[config.mk]
export PLATFORM = sky130hd
export DESIGN_NAME = fft_frame_sequencer_flat
export DESIGN_NICKNAME = d
export VERILOG_FILES = /design/src/rtl/fft_frame_sequencer_pkg.sv /design/src/rtl/fft_frame_sequencer_if.sv /design/src/rtl/fft_frame_sequencer_fifo.sv /design/src/rtl/fft_frame_sequencer.sv /design/src/flat_wrapper.sv
export SDC_FILE = /design/constraint.sdc
export NUM_CORES = 1
export LEC_CHECK = 0
export BUFFER_PORTS_ARGS = -buffer_cell sky130_fd_sc_hd__clkbuf_2
export CORE_UTILIZATION = 57
export CTS_CLUSTER_SIZE = 16
export DETAILED_ROUTE_END_ITERATION = 16
export GPL_ROUTABILITY_DRIVEN = 0
export PLACE_DENSITY = 0.72
export SYNTH_ARGS = -nofsm -noshare
export SYNTH_HDL_FRONTEND = slang
export SYNTH_HIERARCHICAL = 1
export SYNTH_SLANG_ARGS = --single-unit
[constraint.sdc]
create_clock -name CLK -period 4.9 [get_ports CLK]
set_input_delay 0.245 -clock CLK [delete_from_list [all_inputs] [get_ports CLK]]
set_output_delay 0.245 -clock CLK [all_outputs]
set_load 0.05 [all_outputs]
[src/rtl/fft_frame_sequencer_pkg.sv]
// rtl/fft_frame_sequencer_pkg.sv - FSM encoding and helpers shared by the FFT frame sequencer
package fft_frame_sequencer_pkg;

    typedef enum logic [1:0] {
        ST_IDLE   = 2'd0,
        ST_LOAD   = 2'd1,
        ST_CALC   = 2'd2,
        ST_UNLOAD = 2'd3
    } seq_state_e;

    // IDLE and LOAD both take input samples; CALC and UNLOAD belong to the core.
    function automatic logic accepts_input(input seq_state_e st);
        return (st == ST_IDLE) || (st == ST_LOAD);
    endfunction

endpackage

[src/rtl/fft_frame_sequencer_if.sv]
// rtl/fft_frame_sequencer_if.sv - complex-sample valid/ready stream with end-of-frame marker
interface fft_frame_sequencer_if #(
    parameter int DW = 16
) ();
    logic          VALID;
    logic          READY;
    logic [DW-1:0] DATA_R;
    logic [DW-1:0] DATA_I;
    logic          LAST;

    modport master (output VALID, DATA_R, DATA_I, LAST, input READY);
    modport slave  (input VALID, DATA_R, DATA_I, LAST, output READY);
endinterface

[src/rtl/fft_frame_sequencer_fifo.sv]
// rtl/fft_frame_sequencer_fifo.sv - synchronous result FIFO; read port is a mux over registered storage
module fft_out_fifo #(
    parameter int W  = 33,
    parameter int AW = 4
) (
    input  logic         clk,
    input  logic         rst,
    input  logic         push,
    input  logic [W-1:0] wr_data,
    input  logic         pop,
    output logic [W-1:0] rd_data,
    output logic         full,
    output logic         empty
);
    localparam int DEPTH = 1 << AW;

    logic [W-1:0]  mem_q [DEPTH];
    logic [AW-1:0] wr_ptr_q, wr_ptr_d;
    logic [AW-1:0] rd_ptr_q, rd_ptr_d;
    logic [AW:0]   count_q, count_d;
    logic          do_push, do_pop;

    assign full    = count_q[AW];
    assign empty   = (count_q == '0);
    assign do_pop  = pop && !empty;
    // A full FIFO still takes a push when the head leaves in the same cycle.
    assign do_push = push && (!full || do_pop);
    assign rd_data = mem_q[rd_ptr_q];

    always_comb begin
        wr_ptr_d = wr_ptr_q;
        rd_ptr_d = rd_ptr_q;
        if (do_push) wr_ptr_d = wr_ptr_q + AW'(1);
        if (do_pop)  rd_ptr_d = rd_ptr_q + AW'(1);
        count_d = count_q + (AW+1)'(do_push) - (AW+1)'(do_pop);
    end

    always_ff @(posedge clk) begin
        if (rst) begin
            wr_ptr_q <= '0;
            rd_ptr_q <= '0;
            count_q  <= '0;
        end else begin
            wr_ptr_q <= wr_ptr_d;
            rd_ptr_q <= rd_ptr_d;
            count_q  <= count_d;
        end
        if (do_push) mem_q[wr_ptr_q] <= wr_data;
    end

endmodule

[src/rtl/fft_frame_sequencer.sv]
// rtl/fft_frame_sequencer.sv - loads N samples into the iterative FFT core and drains results with LAST
module fft_frame_sequencer
    import fft_frame_sequencer_pkg::*;
#(
    parameter int DWL     = 15,
    parameter int AWL     = 10,
    parameter int FIFO_AW = 4,
    parameter int CNT_W   = 16
) (
    input  logic                  CLK,
    input  logic                  RST,
    input  logic                  EN,
    input  logic                  CLR_ERR,
    fft_frame_sequencer_if.slave  s,
    output logic [DWL:0]          fft_DATA_R,
    output logic [DWL:0]          fft_DATA_I,
    output logic                  fft_WR,
    input  logic                  fft_FULL,
    input  logic                  fft_VALID,
    input  logic [DWL:0]          fft_Q_R,
    input  logic [DWL:0]          fft_Q_I,
    fft_frame_sequencer_if.master m,
    output logic                  BUSY,
    output logic [CNT_W-1:0]      FRAME_CNT,
    output logic                  ERR_LEN,
    output logic                  ERR_OVF
);
    localparam int DW = DWL + 1;
    localparam int FW = 2 * DW + 1;

    seq_state_e       state_q, state_d;
    logic [AWL-1:0]   in_cnt_q, in_cnt_d;
    logic [AWL-1:0]   out_cnt_q, out_cnt_d;
    logic [DWL:0]     data_r_q, data_r_d, data_i_q, data_i_d;
    logic             fft_wr_q, fft_wr_d;
    logic             busy_q, busy_d;
    logic             err_len_q, err_len_d;
    logic             err_ovf_q, err_ovf_d;
    logic [CNT_W-1:0] frame_cnt_q, frame_cnt_d;

    logic             s_ready, in_hs, core_take, len_err, ovf_err;
    logic             fifo_full, fifo_empty, fifo_pop, m_valid;
    logic [FW-1:0]    fifo_rd;

    assign s_ready   = EN && !RST && !fft_FULL && accepts_input(state_q);
    assign in_hs     = s.VALID && s_ready;
    assign core_take = EN && fft_VALID && !accepts_input(state_q);
    assign m_valid   = EN && !fifo_empty;
    assign fifo_pop  = m_valid && m.READY;

    always_comb begin
        state_d     = state_q;
        in_cnt_d    = in_cnt_q;
        out_cnt_d   = out_cnt_q;
        data_r_d    = data_r_q;
        data_i_d    = data_i_q;
        frame_cnt_d = frame_cnt_q;
        fft_wr_d    = in_hs;
        len_err     = 1'b0;
        // Core results outside CALC/UNLOAD have nowhere to go and are flagged as lost.
        ovf_err     = EN && fft_VALID && accepts_input(state_q);

        if (in_hs) begin
            data_r_d = s.DATA_R;
            data_i_d = s.DATA_I;
            in_cnt_d = in_cnt_q + AWL'(1);
            state_d  = (&in_cnt_q) ? ST_CALC : ST_LOAD;
            len_err  = (s.LAST != (&in_cnt_q));
        end

        // Dropped results still advance out_cnt so LAST stays on the frame's N-th sample.
        if (core_take) begin
            out_cnt_d = out_cnt_q + AWL'(1);
            state_d   = (&out_cnt_q) ? ST_IDLE : ST_UNLOAD;
            if (&out_cnt_q) frame_cnt_d = frame_cnt_q + CNT_W'(1);
            if (fifo_full && !fifo_pop) ovf_err = 1'b1;
        end

        busy_d    = (state_d != ST_IDLE);
        err_len_d = (err_len_q && !CLR_ERR) || len_err;
        err_ovf_d = (err_ovf_q && !CLR_ERR) || ovf_err;
    end

    always_ff @(posedge CLK) begin
        if (RST) begin
            state_q     <= ST_IDLE;
            in_cnt_q    <= '0;
            out_cnt_q   <= '0;
            data_r_q    <= '0;
            data_i_q    <= '0;
            fft_wr_q    <= 1'b0;
            busy_q      <= 1'b0;
            frame_cnt_q <= '0;
            err_len_q   <= 1'b0;
            err_ovf_q   <= 1'b0;
        end else begin
            state_q     <= state_d;
            in_cnt_q    <= in_cnt_d;
            out_cnt_q   <= out_cnt_d;
            data_r_q    <= data_r_d;
            data_i_q    <= data_i_d;
            fft_wr_q    <= fft_wr_d;
            busy_q      <= busy_d;
            frame_cnt_q <= frame_cnt_d;
            err_len_q   <= err_len_d;
            err_ovf_q   <= err_ovf_d;
        end
    end

    fft_out_fifo #(
        .W  (FW),
        .AW (FIFO_AW)
    ) u_out_fifo (
        .clk     (CLK),
        .rst     (RST),
        .push    (core_take),
        .wr_data ({fft_Q_R, fft_Q_I, &out_cnt_q}),
        .pop     (fifo_pop),
        .rd_data (fifo_rd),
        .full    (fifo_full),
        .empty   (fifo_empty)
    );

    assign s.READY    = s_ready;
    assign fft_DATA_R = data_r_q;
    assign fft_DATA_I = data_i_q;
    assign fft_WR     = fft_wr_q;
    assign m.VALID    = m_valid;
    assign m.DATA_R   = m_valid ? fifo_rd[FW-1 -: DW] : '0;
    assign m.DATA_I   = m_valid ? fifo_rd[DW:1] : '0;
    assign m.LAST     = m_valid && fifo_rd[0];
    assign BUSY       = busy_q;
    assign FRAME_CNT  = frame_cnt_q;
    assign ERR_LEN    = err_len_q;
    assign ERR_OVF    = err_ovf_q;

endmodule

[src/flat_wrapper.sv]
// flat-port wrapper written by rule: the top's interface ports become plain ports
module fft_frame_sequencer_flat import fft_frame_sequencer_pkg::*;
#(
    parameter int DWL     = 15,
    parameter int AWL     = 10,
    parameter int FIFO_AW = 4,
    parameter int CNT_W   = 16
)
  (CLK, RST, EN, CLR_ERR, fft_DATA_R, fft_DATA_I, fft_WR, fft_FULL, fft_VALID, fft_Q_R, fft_Q_I, BUSY, FRAME_CNT, ERR_LEN, ERR_OVF, s_VALID, s_DATA_R, s_DATA_I, s_LAST, s_READY, m_VALID, m_DATA_R, m_DATA_I, m_LAST, m_READY);
  fft_frame_sequencer_if #(.DW(16)) s_i ();
  fft_frame_sequencer_if #(.DW(16)) m_i ();
  input  logic CLK;
  input  logic RST;
  input  logic EN;
  input  logic CLR_ERR;
  output logic [DWL:0] fft_DATA_R;
  output logic [DWL:0] fft_DATA_I;
  output logic fft_WR;
  input  logic fft_FULL;
  input  logic fft_VALID;
  input  logic [DWL:0] fft_Q_R;
  input  logic [DWL:0] fft_Q_I;
  output logic BUSY;
  output logic [CNT_W-1:0] FRAME_CNT;
  output logic ERR_LEN;
  output logic ERR_OVF;
  input wire logic [$bits(s_i.VALID)-1:0] s_VALID;
  input wire logic [$bits(s_i.DATA_R)-1:0] s_DATA_R;
  input wire logic [$bits(s_i.DATA_I)-1:0] s_DATA_I;
  input wire logic [$bits(s_i.LAST)-1:0] s_LAST;
  output wire logic [$bits(s_i.READY)-1:0] s_READY;
  output wire logic [$bits(m_i.VALID)-1:0] m_VALID;
  output wire logic [$bits(m_i.DATA_R)-1:0] m_DATA_R;
  output wire logic [$bits(m_i.DATA_I)-1:0] m_DATA_I;
  output wire logic [$bits(m_i.LAST)-1:0] m_LAST;
  input wire logic [$bits(m_i.READY)-1:0] m_READY;
  assign s_i.VALID = s_VALID;
  assign s_i.DATA_R = s_DATA_R;
  assign s_i.DATA_I = s_DATA_I;
  assign s_i.LAST = s_LAST;
  assign s_READY = s_i.READY;
  assign m_VALID = m_i.VALID;
  assign m_DATA_R = m_i.DATA_R;
  assign m_DATA_I = m_i.DATA_I;
  assign m_LAST = m_i.LAST;
  assign m_i.READY = m_READY;
  fft_frame_sequencer #(.DWL(DWL), .AWL(AWL), .FIFO_AW(FIFO_AW), .CNT_W(CNT_W)) u_core (.CLK(CLK), .RST(RST), .EN(EN), .CLR_ERR(CLR_ERR), .s(s_i), .fft_DATA_R(fft_DATA_R), .fft_DATA_I(fft_DATA_I), .fft_WR(fft_WR), .fft_FULL(fft_FULL), .fft_VALID(fft_VALID), .fft_Q_R(fft_Q_R), .fft_Q_I(fft_Q_I), .m(m_i), .BUSY(BUSY), .FRAME_CNT(FRAME_CNT), .ERR_LEN(ERR_LEN), .ERR_OVF(ERR_OVF));
endmodule
==> results by group, run 1 <==
Status
  • Status: finished clean

STA
  • # setup viols final: 0
  • Max Clock Freq: 243 MHz
  • Final Hold Viols: 0
  • Worst hold margin: approximately 37 ps
  • RSZ-0062 raised after global routing: no
  • Slew headroom: 20.4%
  • Max-slew violations: 0
  • Fin Setup TNS: 0 ps
  • Tmin final: 4120 ps
  • Worst Tran Pin Value: between 1000 and 1500 ps
  • Final worst path period share: roughly 84%
  • Clk_skew: about 22 ps

Clocking
  • Clock buffer depth: 3
  • # Post-CTS Setup Buffers: 0
  • Clk sink count: 619
  • CTS tree: yes
  • CTS Buf Count: 60
  • Clk root buf: clkbuf_16
  • Clock slew at reported path FFs: 60 ps
  • Post-CTS resize count: 0
  • Worst skew pair latency: 600 ps
  • Cts hold-fix bufs: 36
  • CTS HTree Levels: 2

Drt
  • Total Wirelength: 48700 um
  • Routed Antenna Nets: 0
  • DR WL/cell: 23.3 um
  • DRC: 0
  • Via density: 6.04
  • Via count: roughly 13000
  • Initial drt markers: 864
  • DR pass1 iterations: 5

Pwr
  • Clock Power Share: 38.5%
  • Switching part of the total: a little under a quarter
  • Total power density per cell area: 419 nW/um^2
  • Total Power: ~12 mW
  • P_sw: 2.68 mW
  • Internal Power: a little under 9 mW
  • Logic pwr share: around 11%
  • Leak: 9.04 nW
  • Max VDD drop: 0.311 mV
  • Reg power frac: 50.3%

Finish
  • Final nets: 1596
  • Post-route cell area: between 20000 and 30000 um^2
  • Syn-to-layout area delta: 14.4%
  • Filler instances: 2644
  • Share of cells above drive strength 1: 25.1%
  • FF/Latch Area: 17700 um^2
  • Fin util: 66.7%
  • Multi-input gate area: 5870 um^2

GRT
  • First-pass GRT wire length: 75700 um
  • Largest net degree at the start of global routing: 89
  • Tot GR Track Use: between 20% and 30%
  • Antenna violations before repair: 0
  • Vias in the first global route: 13300
  • Grt ovf: 0

Flow run
  • Max-cap violations: 0

Worst setup path
  • CP endpoint kind: register
  • Arrival @ worst endpoint: approximately 4600 ps
  • CP Launch Type: register
  • Critical path type: register to register
  • WP data required: 5420 ps
  • Worst Path Max Fanout: 36

Synth
  • Synth Flop Type: edfxtp_1
  • #FFs+latches synth: 619
  • Number of synthesized flops with an enable pin: 528
  • YS warnings: 6
  • Distinct cell type count after synthesis: 45
  • Mean Syn Cell Area: 18.3 um^2
  • Post-synthesis instance total: 1311
  • Sequential fraction of the synthesis area: 73.7%
  • Syn nets: roughly 1400
  • Synth async-reset ratio: 0%
  • Post-Synthesis Cell Area: around 24000 um^2

Die
  • CORE AREA: 41200 um^2
  • Rows: between 70 and 80
  • I/O pins: 160
  • Initial core utilization: 58.2%
  • Chip height: approximately 210 um
  • Full die area: 42900 um^2
  • Chip width: 207 um

Placement
  • Placed inst area: 25200 um^2
  • Post-DP HPWL: 25300 um
  • I/O Buffers: 159

Hold path
  • Hold crit path type: primary input to register
## layout make-up
type | count | share of cell area [%]
tap | 532 | 2.42
timing repair buffer | 205 | 4.62
clock buffer | 83 | 5.93
multi-input combinational | 601 | 21.4
sequential | 619 | 64.4
clock inverter | 26 | 0.948
inverter | 21 | 0.287
antenna | 1 | 0.00911
## flip-flops by register name (all words and copies together), names as in the netlist, 4 cells and up, named ones only
name and cells:
u_core/fft_DATA_I 16, u_core/FRAME_CNT 16, u_core/u_out_fifo/wr_ptr_q 4, u_core/fft_DATA_R 16
u_core/u_out_fifo/rd_ptr_q 4, u_core/u_out_fifo/mem_q 528, u_core/out_cnt_q 10, u_core/u_out_fifo/count_q 5
u_core/in_cnt_q 10
## synthesized netlist by cell type, types with 9 or more instances
| cell | n | area [um^2] |
|---|---|---|
| a21oi_1 | 57 | 285 |
| a22oi_1 | 66 | 495 |
| and2_1 | 53 | 332 |
| buf_2 | 16 | 80.1 |
| clkbuf_1 | 42 | 158 |
| dfxtp_1 | 91 | 1820 |
| edfxtp_1 | 528 | 15900 |
| ha_1 | 14 | 175 |
| inv_1 | 20 | 75.1 |
| mux4_1 | 18 | 473 |
| mux4_2 | 114 | 2570 |
| nand2_1 | 117 | 439 |
| nand3_1 | 15 | 75.1 |
| nand4_1 | 11 | 68.8 |
| nor2_1 | 30 | 113 |
| nor3_1 | 10 | 50.1 |
| o21ai_0 | 11 | 55.1 |
| or3_1 | 9 | 56.3 |
| or4_1 | 11 | 82.6 |
| xnor2_1 | 12 | 105 |
| xor2_1 | 11 | 96.3 |
## power groups by stage
stage          clock, mW  sequential, mW  combinational, mW
6_report            4.43            5.79               1.30
4_1_cts             4.53            5.80               1.32
3_5_place_dp           0            5.91               1.29
2_1_floorplan          0            5.88               1.05
5_1_grt             4.72            5.80               1.40
3_3_place_gp           0            5.91               1.27
## cell usage in the layout, fill, tap and decap left out, types with 36 or more instances in the layout
cell type	Yosys	routed
mux4_2	114	114
dfxtp_1	91	89
a21oi_1	57	57
and2_1	53	36
edfxtp_1	528	528
clkbuf_16	0	60
a22oi_1	66	66
clkbuf_2	0	159
dlygate4sd3_1	0	36
nand2_1	117	117
## metrics by stage
stage          std cells  setup WS [ps]
2_1_floorplan       1311           1510
3_3_place_gp        1942            904
3_5_place_dp        1942            810
4_1_cts             2087            751
5_1_grt             2087            462
6_report            2088            782
## worst paths after layout
| kind | startpoint | end | slack, ps | cells after the start |
|---|---|---|---|---|
| max | u_core/u_out_fifo/count_q[3] | u_core/u_out_fifo/count_q[4] | 780 | 15 |
| min | fft_Q_R[10] | u_core/u_out_fifo/mem_q[12][27] | 40 | 1 |
| max reg2reg | u_core/u_out_fifo/count_q[3] | u_core/u_out_fifo/count_q[4] | 780 | 15 |
| min reg2reg | u_core/fft_DATA_I[2] | u_core/fft_DATA_I[2] | 450 | 2 |
## critical path, stage by stage, from the launching register on
cell	delay, ps
dfxtp_1	350
inv_1	70
ha_1	170
or4b_1	240
inv_1	110
nor2b_4	790
and2_1	360
o21ai_1	230
ha_1	350
inv_1	40
ha_1	200
fa_1	440
a21oi_1	140
nor2_1	60
or3_1	340
a21oi_1	140
## layer usage
layer  wire length [um]  up-vias  global-route usage [%]
met3               3500       79                    4.93
met1              19700     6450                    30.9
met2              24500      476                    39.2
met5                  0        -                       0
met4               1010        0                    6.05
li1                   -     5612                       -
## cells by family after synthesis
kind of cell | after synthesis | synth area share, %
flops | 619 | 73.7
xor+xnor | 23 | 0.839
compound gates | 150 | 4.00
simple gates | 277 | 5.76
buf+inv | 91 | 2.07
fa+ha+maj | 15 | 0.813
mux | 136 | 12.8
No activity file was read; power rests on OpenSTA's default activity.
==> run 2: changes to the inputs <==
CORE_UTILIZATION = 54   (was 57)
PLACE_DENSITY = 0.71   (was 0.72)
clock period = 3.59 ns   (was 4.9 ns; I/O delays follow)
==> run 2 against run 1 <==
Against the previous run:
- clock-buffer cell count fell by 14
- global-route usage rose by 0.25 points
- combinational power rose by 43%
- clock power rose by 37%
- cell count rose by 5.4%
- utilization fell by 1.7 points
- first-iteration DRC count rose by 17%
- register-to-register slack got worse by 600 ps
- routed wire length rose by 6.4%
- total power rose by 37%
- design area rose by 2.8%
- clock skew barely moved
- highest routed layer unchanged
==> results by group, run 2 (same netlist as run 1, synthesis figures left out) <==
Finish
  • Syn-to-layout area delta: 17.7%
  • Final nets: 1654
  • Share of cells above drive strength 1: 26.2%
  • Commonest non-fill, non-tap cells in the layout: edfxtp_1, clkbuf_2, nand2_1
  • Commonest non-fill, non-tap cell in the layout: edfxtp_1
  • Largest Register: u_core/u_out_fifo/mem_q
  • Max reg flops: about 530

GRT
  • Antenna violations before repair: 1
  • Grt ovf: 0
  • Vias in the first global route: 13300
  • First-pass GRT wire length: slightly below 80000 um
  • Tot GR Track Use: a little under a quarter
  • Largest net degree at the start of global routing: 89

STA
  • RSZ-0062 raised after global routing: no
  • Final worst path period share: a little over nine tenths
  • Tmin final: 3410 ps
  • Clk_skew: 22.1 ps
  • Max Clock Freq: 293 MHz
  • Final Hold Viols: 0
  • Fin Setup TNS: 0 ps
  • Worst Tran Pin Value: 1170 ps
  • Max-slew violations: 0
  • # setup viols final: 0
  • Slew headroom: about 22%

Worst setup path
  • Worst Path Max Fanout: 7
  • Worst R2R Start: u_core/u_out_fifo/count_q[3]
  • Crit Reg-Reg Endpoint: u_core/u_out_fifo/count_q[4]
  • CP Cell Sequence: inv_1, ha_1, or4b_4, inv_1, nor2b_4, and2_1, nand2_1, inv_1, ha_1, inv_1, ha_1, fa_1, a21oi_1, nor2_1, or3_1, a21oi_1
  • Critical path type: register to register
  • CP Launch Type: register
  • Reg-to-reg slack, setup: 180 ps
  • CP dominant cell by count: inv_1
  • CP endpoint kind: register
  • Slowest Stage Delay on Critical Path: 490 ps
  • Worst reg2reg path depth: 16
  • Arrival @ worst endpoint: 3930 ps
  • WP data required: 4110 ps
  • CP max stage cell: or4b_4

Pwr
  • Total power density per cell area: 560 nW/um^2
  • Total Power: 15.8 mW
  • Max VDD drop: 0.418 mV
  • Leak: approximately 9.4 nW

Placement
  • Post-DP HPWL: about 28000 um
  • I/O Buffers: 159

Hold path
  • Hold Path End: u_core/u_out_fifo/mem_q[12][22]
  • Worst hold start: fft_Q_R[5]
  • Hold crit path type: primary input to register
  • Hold Crit Depth: 1

Drt
  • DR WL/cell: 23.5 um
  • Initial drt markers: 1012
  • Routed Antenna Nets: 0
  • Via density: 5.91
  • Total Wirelength: 51800 um
  • DRC: 0
  • DR pass1 iterations: 4
  • Via count: 13000

Die
  • Rows: 76
  • CORE AREA: roughly 43000 um^2
  • Initial core utilization: 55.2%
  • Chip height: 213 um
  • Chip width: 213 um
  • I/O pins: 160
  • Full die area: 45300 um^2

Clocking
  • CTS tree: yes
  • Clk sink count: 619
  • CTS HTree Levels: 2
  • Clk root buf: clkbuf_16
  • Clock slew at reported path FFs: 60 ps
  • Clock buffer depth: 3
  • Worst skew pair latency: 620 ps
  • CTS Buf Count: 59

Flow run
  • Max-cap violations: 0

Status
  • Status: finished clean
[run 2: through the flow]
step	std cells	util [%]	setup slack [ps]	hold WS [ps]	cell area, um^2
after floorplan	1311	-	196	249	24000
after global placement	2025	59.1	292	392	25700
after detailed placement	2025	59.1	165	410	25700
after CTS	2198	65.0	149	0.898	28200
after global routing	2199	65.0	48.3	32.2	28200
final	2201	65.0	181	21.5	28200
[run 2: power by group]
part / switching [mW] / internal (mW) / leakage (nW)
logic: 1.07 / 0.787 / 2.93
registers: 0.0714 / 7.82 / 5.52
clock network: 2.59 / 3.48 / 0.913
total: 3.73 / 12.1 / 9.36
[run 2: what timing repair did]
| action | 4_1_cts | 5_1_grt |
|---|---|---|
| hold endpoints to repair | 484 | 0 |
| gates resized for setup | 0 | 1 |
| buffers inserted | 0 | 0 |
| setup endpoints to repair | 0 | 1 |
| hold buffers | 65 | 0 |
[run 2: per-layer routing]
layer  GRT usage (%)  wire [um]  vias up
met2            39.2      25600      460
met5               0          0        -
li1                -          -     5744
met4            7.29       1370        0
met1            31.8      21600     6718
met3            3.75       3240       93
[run 2: critical path, delay by kind of cell, from the launching register on]
family                   cells  cell delay [ps]
adder cells (fa/ha/maj)      4             1040
AND/OR/NAND/NOR              6             1320
flip-flops                   1              320
buffers and inverters        4              310
AO/OA/AOI/OAI                2              330
[run 2: layout make-up]
cell class	instances	area, um^2
sequential	619	17700
antenna	3	7.51
clock buffer	69	1540
timing repair buffer	264	1970
tap	585	732
inverter	21	78.8
clock inverter	39	354
fill	2963	15200
multi-input combinational	601	5880
[run 2: worst max path at each step]
stage | startpoint | end | depth (start not counted)
after CTS | u_core/u_out_fifo/count_q[2] | u_core/u_out_fifo/count_q[4] | 16
after global placement | u_core/u_out_fifo/count_q[3] | u_core/u_out_fifo/count_q[4] | 16
after global routing | u_core/u_out_fifo/count_q[3] | u_core/u_out_fifo/count_q[4] | 16
final | u_core/u_out_fifo/count_q[3] | u_core/u_out_fifo/count_q[4] | 16
after detailed placement | u_core/u_out_fifo/count_q[3] | u_core/u_out_fifo/count_q[4] | 16
after floorplan | u_core/u_out_fifo/count_q[3] | u_core/u_out_fifo/count_q[4] | 16
